[src/rtl/ccc_lock_reset_gen.sv]
// Lock-qualified fabric reset and clock-enable generator for the CCC GL0 domain.
// State table:  IDLE | fabric held in reset, waiting for LOCK_SYNC
//               QUALIFY | lock seen, counting down the stable-lock window
//               RUN | fabric released, clock-enable dividers active
module ccc_lock_reset_gen #(
  parameter int NUM_CH             = 2,
  parameter int DIV_W              = 8,
  parameter int LOCK_STABLE_CYCLES = 16,
  parameter int SYNC_STAGES        = 2,
  parameter int LOSS_CNT_W         = 4
) (
  input  logic                      CLK,
  input  logic                      RESET_N,
  input  logic                      LOCK,
  input  logic [NUM_CH*DIV_W-1:0]   DIV,
  input  logic                      CLR_LOSS,
  output logic                      LOCK_SYNC,
  output logic                      FABRIC_RESET_N,
  output logic [NUM_CH-1:0]         CE,
  output logic                      LOCK_LOST,
  output logic [LOSS_CNT_W-1:0]     LOSS_COUNT,
  output logic [1:0]                STATE
);

  typedef enum logic [1:0] {
    IDLE    = 2'd0,
    QUALIFY = 2'd1,
    RUN     = 2'd2
  } state_t;

  localparam int STB_W = $clog2(LOCK_STABLE_CYCLES + 1);
  // The edge that first sees LOCK_SYNC high already counts as one stable cycle.
  localparam logic [STB_W-1:0] STABLE_LOAD = STB_W'(LOCK_STABLE_CYCLES - 1);

  logic [SYNC_STAGES-1:0] sync_q;
  state_t                 state_q, state_d;
  logic [STB_W-1:0]       stable_q, stable_d;
  logic                   loss_evt;
  logic                   run_d;
  logic                   frn_q;
  logic                   lost_q;
  logic [LOSS_CNT_W-1:0]  loss_cnt_q;

  always_ff @(posedge CLK or negedge RESET_N) begin
    if (!RESET_N) begin
      sync_q <= '0;
    end else begin
      sync_q <= {sync_q[SYNC_STAGES-2:0], LOCK};
    end
  end

  assign LOCK_SYNC = sync_q[SYNC_STAGES-1];

  always_ff @(posedge CLK or negedge RESET_N) begin
    if (!RESET_N) begin
      state_q  <= IDLE;
      stable_q <= '0;
    end else begin
      state_q  <= state_d;
      stable_q <= stable_d;
    end
  end

  always_comb begin
    state_d  = state_q;
    stable_d = stable_q;
    loss_evt = 1'b0;
    case (state_q)
      IDLE: begin
        stable_d = '0;
        if (LOCK_SYNC) begin
          if (LOCK_STABLE_CYCLES == 1) begin
            state_d = RUN;
          end else begin
            state_d  = QUALIFY;
            stable_d = STABLE_LOAD;
          end
        end
      end
      QUALIFY: begin
        if (!LOCK_SYNC) begin
          state_d  = IDLE;
          stable_d = '0;
        end else if (stable_q <= STB_W'(1)) begin
          state_d  = RUN;
          stable_d = '0;
        end else begin
          stable_d = stable_q - STB_W'(1);
        end
      end
      RUN: begin
        if (!LOCK_SYNC) begin
          state_d  = IDLE;
          loss_evt = 1'b1;
        end
      end
      default: begin
        state_d  = IDLE;
        stable_d = '0;
      end
    endcase
  end

  assign run_d = (state_d == RUN);
  assign STATE = state_q;

  // Registered from the next state so reset release and CE gating line up with the state change.
  always_ff @(posedge CLK or negedge RESET_N) begin
    if (!RESET_N) begin
      frn_q <= 1'b0;
    end else begin
      frn_q <= run_d;
    end
  end

  assign FABRIC_RESET_N = frn_q;

  for (genvar i = 0; i < NUM_CH; i++) begin : g_ch
    logic [DIV_W-1:0] div_raw;
    logic [DIV_W-1:0] term;
    logic [DIV_W-1:0] cnt_q;
    logic             ce_q;

    assign div_raw = DIV[i*DIV_W +: DIV_W];
    assign term    = (div_raw == '0) ? '0 : div_raw - DIV_W'(1);

    // >= rather than == so a ratio lowered below the current count wraps on the next edge.
    always_ff @(posedge CLK or negedge RESET_N) begin
      if (!RESET_N) begin
        cnt_q <= '0;
        ce_q  <= 1'b0;
      end else if (!run_d) begin
        cnt_q <= '0;
        ce_q  <= 1'b0;
      end else if (cnt_q >= term) begin
        cnt_q <= '0;
        ce_q  <= 1'b1;
      end else begin
        cnt_q <= cnt_q + DIV_W'(1);
        ce_q  <= 1'b0;
      end
    end

    assign CE[i] = ce_q;
  end

  // A loss on the same edge as CLR_LOSS wins and restarts the count at one.
  always_ff @(posedge CLK or negedge RESET_N) begin
    if (!RESET_N) begin
      lost_q     <= 1'b0;
      loss_cnt_q <= '0;
    end else if (loss_evt) begin
      lost_q <= 1'b1;
      if (CLR_LOSS) begin
        loss_cnt_q <= LOSS_CNT_W'(1);
      end else if (loss_cnt_q != '1) begin
        loss_cnt_q <= loss_cnt_q + LOSS_CNT_W'(1);
      end
    end else if (CLR_LOSS) begin
      lost_q     <= 1'b0;
      loss_cnt_q <= '0;
    end
  end

  assign LOCK_LOST  = lost_q;
  assign LOSS_COUNT = loss_cnt_q;

endmodule

[config.mk]
export PLATFORM = sky130hd
export DESIGN_NAME = ccc_lock_reset_gen
export DESIGN_NICKNAME = d
export VERILOG_FILES = /design/src/rtl/ccc_lock_reset_gen.sv
export SDC_FILE = /design/constraint.sdc
export NUM_CORES = 1
export LEC_CHECK = 0
export BUFFER_PORTS_ARGS = -buffer_cell sky130_fd_sc_hd__buf_2
export CAP_MARGIN = 20
export CORE_ASPECT_RATIO = 1.5
export CORE_MARGIN = 4
export CORE_UTILIZATION = 60
export DETAILED_ROUTE_END_ITERATION = 8
export PLACE_DENSITY = 0.83
export SYNTH_ARGS = -nofsm -noshare
export SYNTH_HDL_FRONTEND = slang
export SYNTH_SLANG_ARGS = --single-unit
[constraint.sdc]
create_clock -name CLK -period 2.4 [get_ports CLK]
set_input_delay 0.12 -clock CLK [delete_from_list [all_inputs] [get_ports CLK]]
set_output_delay 0.12 -clock CLK [all_outputs]
set_load 0.1 [all_outputs]
Yosys cells after proc, flatten, opt, wreduce, memory -nomap -nowiden
Index checks and enable logic that the tools add are counted.
{"block": "word_totals", "regBits": 33, "input_bits": 20, "output_inout_bits": 11, "word_cells": 56}
{"block": "op_classes", "addsub": 6, "n_lt_le_gt_ge": 3, "eq_ne": 4, "n_mux": 27, "reduce_logical": 6}
{"operator": "$mux 8", "count": 6}
{"operator": "$mux 4", "count": 5}
{"operator": "$add 8x1->8 const B", "count": 2}
{"operator": "$ge 8x8->1", "count": 2}
{"operator": "$logic_not 8->1", "count": 2}
{"operator": "$sub 8x1->8 const B", "count": 2}
{"operator": "$pmux 5 s3", "count": 1}
{"operator": "$mux 5", "count": 2}
{"operator": "$mux 1", "count": 8}
{"operator": "$mux 2", "count": 4}
{"operator": "$pmux 2 s3", "count": 1}
{"operator": "$le 5x1->1 const B", "count": 1}
{"operator": "$sub 5x1->5 const B", "count": 1}
{"operator": "$add 4x1->4 const B", "count": 1}
{"operator": "$eq 2x2->1 const B", "count": 2}
{"operator": "$ne 4x4->1 const B", "count": 1}
{"operator": "$reduce_bool 2->1", "count": 2}
{"operator": "$eq 2x1->1 const B", "count": 1}
{"operator": "$logic_not 2->1", "count": 1}
{"operator": "$reduce_and 2->1", "count": 1}

Logic depth before layout (Yosys ltp)
Gate-level depths: netlist (run 1).
{"block": "depth", "ltp_word": 6, "mapped_depth": 12, "ltp_nobuf": 12}

Worst setup path before layout (run 1)
OpenSTA, ideal clock, no wires.
{"block": "synth_path", "path_kind": "input to register", "start": "in DIV[0]", "end": "reg g_ch[0].cnt_q[2]", "setup_time_ps": 73, "t_arrival_ps": 2230, "required_ps": 2327, "slack_ps": 97, "stages": 12, "n_path_buf": 0, "cell_sequence": "inv_1 -> ha_1 -> nor2b_1 -> nand3b_1 -> or3_1 -> nand2b_1 -> ha_1 -> nor2b_1 -> o211a_1 -> o311ai_2 -> nand3_2 -> nor2_1"}
{"block": "synth_via", "elab_chain_len": 5, "elab_cells_between_ends": 6, "cone_classes": "add/sub (1); order compare (1); mux (3); reduce/logical (1)"}
{"item": "start, declared", "line_no": "15", "source": "input logic [NUM_CH*DIV_W-1:0] DIV,"}
{"item": "$sub 8x1->8 or $logic_not 8->1 (tied branches)", "line_no": "125", "source": "assign term = (div_raw == '0) ? '0 : div_raw - DIV_W'(1);"}
{"item": "$mux 8 *", "line_no": "125"}
{"item": "$ge 8x8->1 *", "line_no": "135", "source": "end else if (cnt_q >= term) begin"}
{"item": "$mux 8 *", "line_no": "135"}
{"item": "$mux 8 *", "line_no": "132", "source": "end else if (!run_d) begin"}
{"item": "end signal, assigned", "line_no": "139", "source": "cnt_q <= cnt_q + DIV_W'(1);"}
{"item": "end, declared", "line_no": "121", "source": "logic [DIV_W-1:0] cnt_q;"}
Every way passes the cells marked *; elsewhere a longest branch is shown, timed or not.
A chain may end at the register's enable or synchronous reset.

Worst setup path in the final report (run 1)
{"block": "layout_path", "start": "in DIV[0]", "end": "reg g_ch[0].cnt_q[5]"}
Same word-level chain as after synthesis.

==> results summary, run 1 <==
The cell area that synthesis handed to floorplanning was 2150 um^2. The hold path depth is 2. In the routed design, unresolved DRC markers number 0.

The maximum fanout along the worst path is 8. The final wirelength is 4120 um. The buffer levels on the longest clock path is 2. The internal power component came out at 0.00124 W. The longest individual stage delay on the worst path is 370 ps.

After detailed placement, the total cell area comes to 2380 um^2. When the netlist entered floorplanning its net count stood at 266. On the final layout, the worst clock skew is 3.48 ps. The share of total power in sequential cells came out at 36.6%. The number of routed nets with antenna violations came out at 0. The worst setup path is of the input port to flip-flop kind. The quantity of I/O buffers inserted on ports came out at 30.

The floorplan step set the die width to 56.9 um. The initial antenna violation count came out at 0. The worst register-to-register path has a depth of 5.

The run finished with clean final reports. The top cell types in the final layout, fill and taps aside, are dfrtp_1 (33), buf_2 (30), nor2_1 (27). 0 antenna diodes ended up in the layout. The die height is 81.3 um. The weighted congestion reported at the end of routability-driven placement came out at 0.828. The switching power is 0.000695 W. The clock-pin slew reported for the worst setup and hold paths after clock tree synthesis came out at 70 ps. The worst setup path is captured at a flip-flop.

The number of failing hold endpoints at the final stage is 0. The critical path goes through buf_2 > inv_1 > ha_1 > nor2b_2 > nand3b_1 > or3_4 > and2_1 > ha_1 > a31oi_1 > nor2b_1 > o311ai_2 > nand3_2 > nor2_1. The number of placement rows came out at 26. Setup violations remaining at the end of the flow were counted as 0. Counting flops with an async set or reset pin after synthesis yields a share of 100%. The post-route core utilization came out at 75.0%. After detailed routing, the number of vias per cell comes to 5.64.

Data on the critical path arrives at its endpoint at 2410 ps. Clock tree synthesis selected as its root buffer the cell clkbuf_8. A synthesized cell averages 9.64 um^2. After global routing the overflow that remains totals 0. TritonCTS built the clock tree.

The critical path data required time is 2610 ps. The number of enable-type register cells in the synthesized netlist is 0. The fmax is 0.455 GHz.

The worst setup path is launched from an input port. Yosys mapped the design onto 47 distinct sky130hd cell types. The worst register-to-register path ends at g_ch[0].cnt_q[5]. In this design, the critical path's most frequently occurring cell is ha_1. The startpoint identified for the worst register-to-register timing path is g_ch[0].cnt_q[5]. The yosys synthesis warning count is 0. The end point of the most critical hold path is LOSS_COUNT[1]. The area inside the core boundary came out at 3420 um^2. The violation count after the first detailed-route iteration is 45. The reported max-cap violation count came out at 0. The count of pins over their slew limit came out at 0.

The total vias in the final route is 1,755. Summed over all nets, the half-perimeter wirelength after detailed placement is 3090 um. The global-route wire length before repair came out at 7250 um. The min-delay analysis places its worst path in the category input port to flip-flop. Leaving out fill and tap cells, the most frequent cell in the layout is dfrtp_1. The CTS sink count is 33.

The per-cell routed wire length came out at 13.2 um. The total clock buffers created by CTS came out at 5. The clock share of power came out at 32.4%.

The first TritonRoute pass finished after 6 iterations. The clock reaches the later pin of the worst-skew pair after 280 ps. The combinational cell fraction of total power is 31.0%. The worst-case IR drop observed on VDD is 0.000675 V.

The area of the die is 4620 um^2. In this run the power density over the cells is 756 nW/um^2. The count of mapped cells out of synthesis is 223.

The final cell area excluding filler cells came out at 2560 um^2. The normalized max-slew margin is 53.5%. The largest net degree at the start of global routing is 34. Among all flip-flop cells after synthesis, the most frequent one is dfrtp_1.

The leakage power figure is 1.30 nW. The H-tree depth reported by CTS is 2. The number of global-route vias before repair is 1,668. The flop and latch count out of synthesis came out at 33. The startpoint identified for the worst hold timing path is CLR_LOSS. The share of the cycle needed by the critical path after routing came out at 91.6%. The synthesis-to-finish area growth is 19.2%. The layout cell share with drive strength beyond 1 is 22.3%.

The transition time of the tightest slew-check pin is 698 ps. The total routing usage reported by global routing came out at 20.1%. The initial core utilization is 62.9%. The register-to-register setup slack came out at 580 ps. For this design, the slowest cell found on the critical path is or3_4. The final critical delay including setup and external delays is 2200 ps. The net count of the finished layout is 311.

The sequential area share after synthesis came out at 38.4%. Pin placement for this block handled 31 I/O pins. The switching share of power came out at 35.9%.
==> cell usage after synthesis, types with 4 or more instances <==
library cell   n  area (um^2)
nor3_1         8         40.0
dfrtp_1       33          826
xor2_1        13          114
nor2_1        27          101
nor2b_1        8         50.1
and3_1         4         25.0
o21ai_0        5         25.0
ha_1          23          288
nand3_1        8         40.0
xnor2_1        8         70.1
inv_1         13         48.8
nand2_1       20         75.1
==> area by class of cell <==
type | count | area [um^2]
flip-flops and latches | 33 | 826
repair buffers | 41 | 238
multi-input cells | 174 | 1260
clock inverters | 3 | 68.8
well taps | 42 | 52.6
clock buffers | 5 | 68.8
fillers | 254 | 853
inverters | 13 | 48.8
==> worst max-delay path by stage <==
stage	slack (ps)	cells past startpoint	end	startpoint
6_report	200	13	g_ch[0].cnt_q[5]	DIV[0]
5_1_grt	-30	13	g_ch[0].cnt_q[1]	DIV[0]
4_1_cts	160	13	g_ch[0].cnt_q[5]	DIV[0]
3_5_place_dp	-140	13	g_ch[0].cnt_q[4]	DIV[0]
3_3_place_gp	-70	11	g_ch[1].cnt_q[2]	DIV[12]
2_1_floorplan	100	12	g_ch[0].cnt_q[2]	DIV[0]
==> stage by stage <==
| step | hold slack (ps) | setup WS (ps) | cells | setup TNS, ps | power (W) |
|---|---|---|---|---|---|
| floorplan | -176 | 96.6 | 223 | 0 | 0.00117 |
| global placement | 210 | -68.5 | 300 | -907 | 0.00128 |
| CTS | 58.8 | 159 | 310 | 0 | 0.00195 |
| detailed placement | 214 | -139 | 300 | -1760 | 0.00130 |
| finish | 67.2 | 203 | 311 | 0 | 0.00194 |
| global route | 65.8 | -27.9 | 311 | -105 | 0.00205 |
==> registers in the layout, summed over array words and instances, names as in the netlist <==
| name | count |
|---|---|
| sync_q | 2 |
| g_ch.cnt_q | 16 |
| g_ch.ce_q | 2 |
| STATE | 2 |
| LOSS_COUNT | 4 |
| FABRIC_RESET_N | 1 |
| stable_q | 5 |
| LOCK_LOST | 1 |
==> layer usage <==
layer  up-vias  routed length [um]  track usage (%)  part of all wire, %
li1        875                   -                -                    -
met1       836                1620             23.0                   39
met2        36                2230             36.2                   54
met3         8                 180             3.34                  4.4
met4         0                  83             9.28                  2.0
met5         -                   0                0                    0
==> power groups by stage <==
stage               clock [W]  sequential [W]  combinational [W]
floorplan                   0        0.000860           0.000309
global route         0.000663        0.000723           0.000661
finish               0.000628        0.000709           0.000600
global placement            0        0.000716           0.000565
CTS                  0.000641        0.000710           0.000597
detailed placement          0        0.000720           0.000581
==> cell families after synthesis <==
group           synth area share [%]
compound gates                  12.3
fa+ha+maj                       13.4
flops                           38.4
simple gates                    22.4
mux                             1.40
buf+inv                         3.61
xor+xnor                        8.56
==> worst max-delay path: cells and delay by family <==
family,cells,cell delay (ps)
adders and majority gates,2,420
AOI/OAI and AO/OA,2,460
buffers and inverters,2,160
and+or+nand+nor,7,1250
==> what timing repair did <==
| item | CTS | global route |
|---|---|---|
| gates resized for setup | 0 | 4 |
| endpoints found under the setup margin | 0 | 15 |
| hold endpoints to repair | 34 | 0 |
| hold buffers | 2 | 0 |
| setup buffers | 0 | 1 |
Note: power is estimated with default switching activity, not from simulation.
==> run 2: changes to the inputs <==
--- a/config.mk
+++ b/config.mk
@@ -11,6 +11,7 @@
 export CORE_MARGIN = 4
 export CORE_UTILIZATION = 60
 export DETAILED_ROUTE_END_ITERATION = 8
+export MAX_ROUTING_LAYER = met4
 export PLACE_DENSITY = 0.83
 export SYNTH_ARGS = -nofsm -noshare
 export SYNTH_HDL_FRONTEND = slang
==> run 2 against run 1 <==
  * Routed wire length is essentially flat
  * Total power hardly changed
  * Register-to-register slack barely moved
  * Sequential cell count did not move
  * Critical path type unchanged
  * Critical endpoint unchanged
==> results summary, run 2 (synthesized netlist as in run 1, its figures left out) <==
The flow ran to the end, and the final reports show no timing, DRC or antenna violations. The weighted congestion reported at the end of routability-driven placement was 0.840 (+1.5%). The number of placement rows came out at 26 (unchanged). The number of failing hold endpoints at the final stage was 0 (unchanged). The cell sitting at the root of the clock tree is a clkbuf_8. The synthesis-to-finish area growth is 19.2% (unchanged). TritonCTS built the clock tree. The most critical setup path has its endpoint at g_ch[0].cnt_q[5].

The per-cell routed wire length came out at 13.2 um (about the same). The maximum fanout along the worst path came out at 8 (unchanged). The largest net degree at the start of global routing came out at 34 (unchanged). In this run the critical register-to-register path is captured at g_ch[0].cnt_q[5]. The startpoint of the most critical register-to-register path is g_ch[0].cnt_q[5]. The reported max-cap violation count is 0 (unchanged). The area inside the core boundary is 3420 um^2 (unchanged). The sum of overflow across all layers after global routing is 0 (unchanged). The number of routed nets with antenna violations came to 0 (unchanged).

The quantity of I/O buffers inserted on ports is 30 (unchanged). The CTS sink count was 33 (unchanged). The count of pins over their slew limit came out at 0 (unchanged). The register-to-register setup slack came to 580 ps (about the same). The library cell used most frequently in the layout, excluding fill and tap cells, is dfrtp_1. The critical path data required time is 2610 ps (about the same). The beginning of the critical path is DIV[0]. The transition time of the tightest slew-check pin was 698 ps (-0.0635 ps). The worst hold path begins at CLR_LOSS.

The post-route core utilization came out at 75.0% (unchanged). The final critical delay including setup and external delays came to 2200 ps (+0.0630 ps). The number of fillers in the final layout was 254 (unchanged). The leakage power figure came out at 1.30 nW (unchanged). The total vias in the final route is 1,753 (-0.11%).

The number of flip-flops in the largest register came out at 16 (unchanged). The hold path depth came out at 2 (unchanged). The detailed placement HPWL was 3090 um (unchanged). The layout cell share with drive strength beyond 1 came out at 22.3% (unchanged).

The initial antenna violation count is 0 (unchanged). The data arrival time of the worst path was 2410 ps (about the same). The number of global-route vias before repair is 1,668 (unchanged).

The source-to-sink clock delay at the later pin of the worst-skew pair came out at 280 ps (about the same). The count of TritonRoute iterations in the first routing pass is 6 (unchanged). The global-route wire length before repair was 7250 um (unchanged). The number of ports placed on the die boundary is 31 (unchanged). The initial core utilization came out at 62.9% (unchanged). The largest register by flop count is g_ch.cnt_q. The violation count after the first detailed-route iteration is 76 (+69%). The number of antenna cells inserted is 0 (unchanged). The library cells used most frequently in the layout, excluding fill and tap cells, are dfrtp_1 (33), buf_2 (30), nor2_1 (27). The H-tree depth reported by CTS is 2 (unchanged).

The worst setup path is launched from an input port. The detailed-route vias per instance is 5.64 (-0.11%). The post-place instance area came out at 2380 um^2 (unchanged). The type of element capturing the critical path is a flip-flop. The post-route DRC violation count is 0 (unchanged). The area of the die came out at 4620 um^2 (unchanged). The logic depth of the worst register-to-register path is 5 (unchanged). The normalized max-slew margin came out at 53.5% (about the same). The worst-case vdd ir drop is 0.000675 V (about the same). The die height came out at 81.3 um (unchanged). The total routing usage reported by global routing came out at 20.7% (+0.58 points). The final wirelength is 4110 um (about the same).

The final cell area excluding filler cells is 2560 um^2 (unchanged). The buffer levels on the longest clock path came out at 2 (unchanged). The horizontal extent of the die is 56.9 um (unchanged). By startpoint and endpoint, the worst setup path is classified as input port to flip-flop. The fmax was 0.455 GHz (about the same). The total clock buffers created by CTS is 5 (unchanged).

The type of the worst min-delay path is input port to flip-flop. The power density over the cells was 756 nW/um^2 (about the same). The worst-case clock skew is 3.48 ps (unchanged). The share of the cycle needed by the critical path after routing came to 91.6% (about the same). The net count of the finished layout is 311 (unchanged). The clock-pin slew reported for the worst setup and hold paths after clock tree synthesis came out at 70 ps (about the same). The number of setup violations in the final report is 0 (unchanged).
-- run 2: power by group --
group	switching [W]	total, W	internal, W
Combinational	0.000400	0.000599	0.000199
Sequential	0.0000850	0.000709	0.000624
Clock	0.000210	0.000628	0.000418
Total	0.000695	0.00194	0.00124
-- run 2: cell type report --
cell class / count / area (um^2) / share of cell area [%]
Tap cell: 42 / 52.6 / 2.05
Clock inverter: 3 / 68.8 / 2.69
Clock buffer: 5 / 68.8 / 2.69
Multi-Input combinational cell: 174 / 1260 / 49.2
Timing Repair Buffer: 41 / 238 / 9.28
Sequential cell: 33 / 826 / 32.2
Inverter: 13 / 48.8 / 1.90
-- run 2: worst min-delay path by stage --
| stage | endpoint |
|---|---|
| after floorplan | FABRIC_RESET_N |
| after global placement | LOSS_COUNT[3] |
| after detailed placement | LOSS_COUNT[3] |
| after CTS | LOSS_COUNT[1] |
| after global routing | LOSS_COUNT[1] |
| final | LOSS_COUNT[1] |
-- run 2: per-stage QoR --
step | setup slack (ps) | total power, W | TNS [ps] | hold slack, ps | std cells
final | 203 | 0.00194 | 0 | 67.2 | 311
after global routing | -27.9 | 0.00205 | -105 | 65.8 | 311
after CTS | 159 | 0.00195 | 0 | 58.8 | 310
after detailed placement | -139 | 0.00130 | -1760 | 214 | 300
after global placement | -68.5 | 0.00128 | -907 | 210 | 300
after floorplan | 96.6 | 0.00117 | 0 | -176 | 223
-- run 2: routing by layer --
| metal | share of wire [%] | track usage (%) |
|---|---|---|
| met1 | 39 | 23.0 |
| met2 | 54 | 36.2 |
| met3 | 4.4 | 3.34 |
| met4 | 2.0 | 9.28 |
| met5 | 0 | - |
-- run 2: critical path, stage by stage --
cell	delay (ps)
buf_2	100
inv_1	60
ha_1	160
nor2b_2	160
nand3b_1	100
or3_4	370
and2_1	180
ha_1	260
a31oi_1	140
nor2b_1	70
o311ai_2	320
nand3_2	220
nor2_1	150
-- run 2: what timing repair did --
| item | 4_1_cts | 5_1_grt |
|---|---|---|
| buffers inserted | 0 | 1 |
| setup endpoints to repair | 0 | 15 |
| hold buffers | 2 | 0 |
| hold endpoints to repair | 34 | 0 |
| gates resized for setup | 0 | 4 |
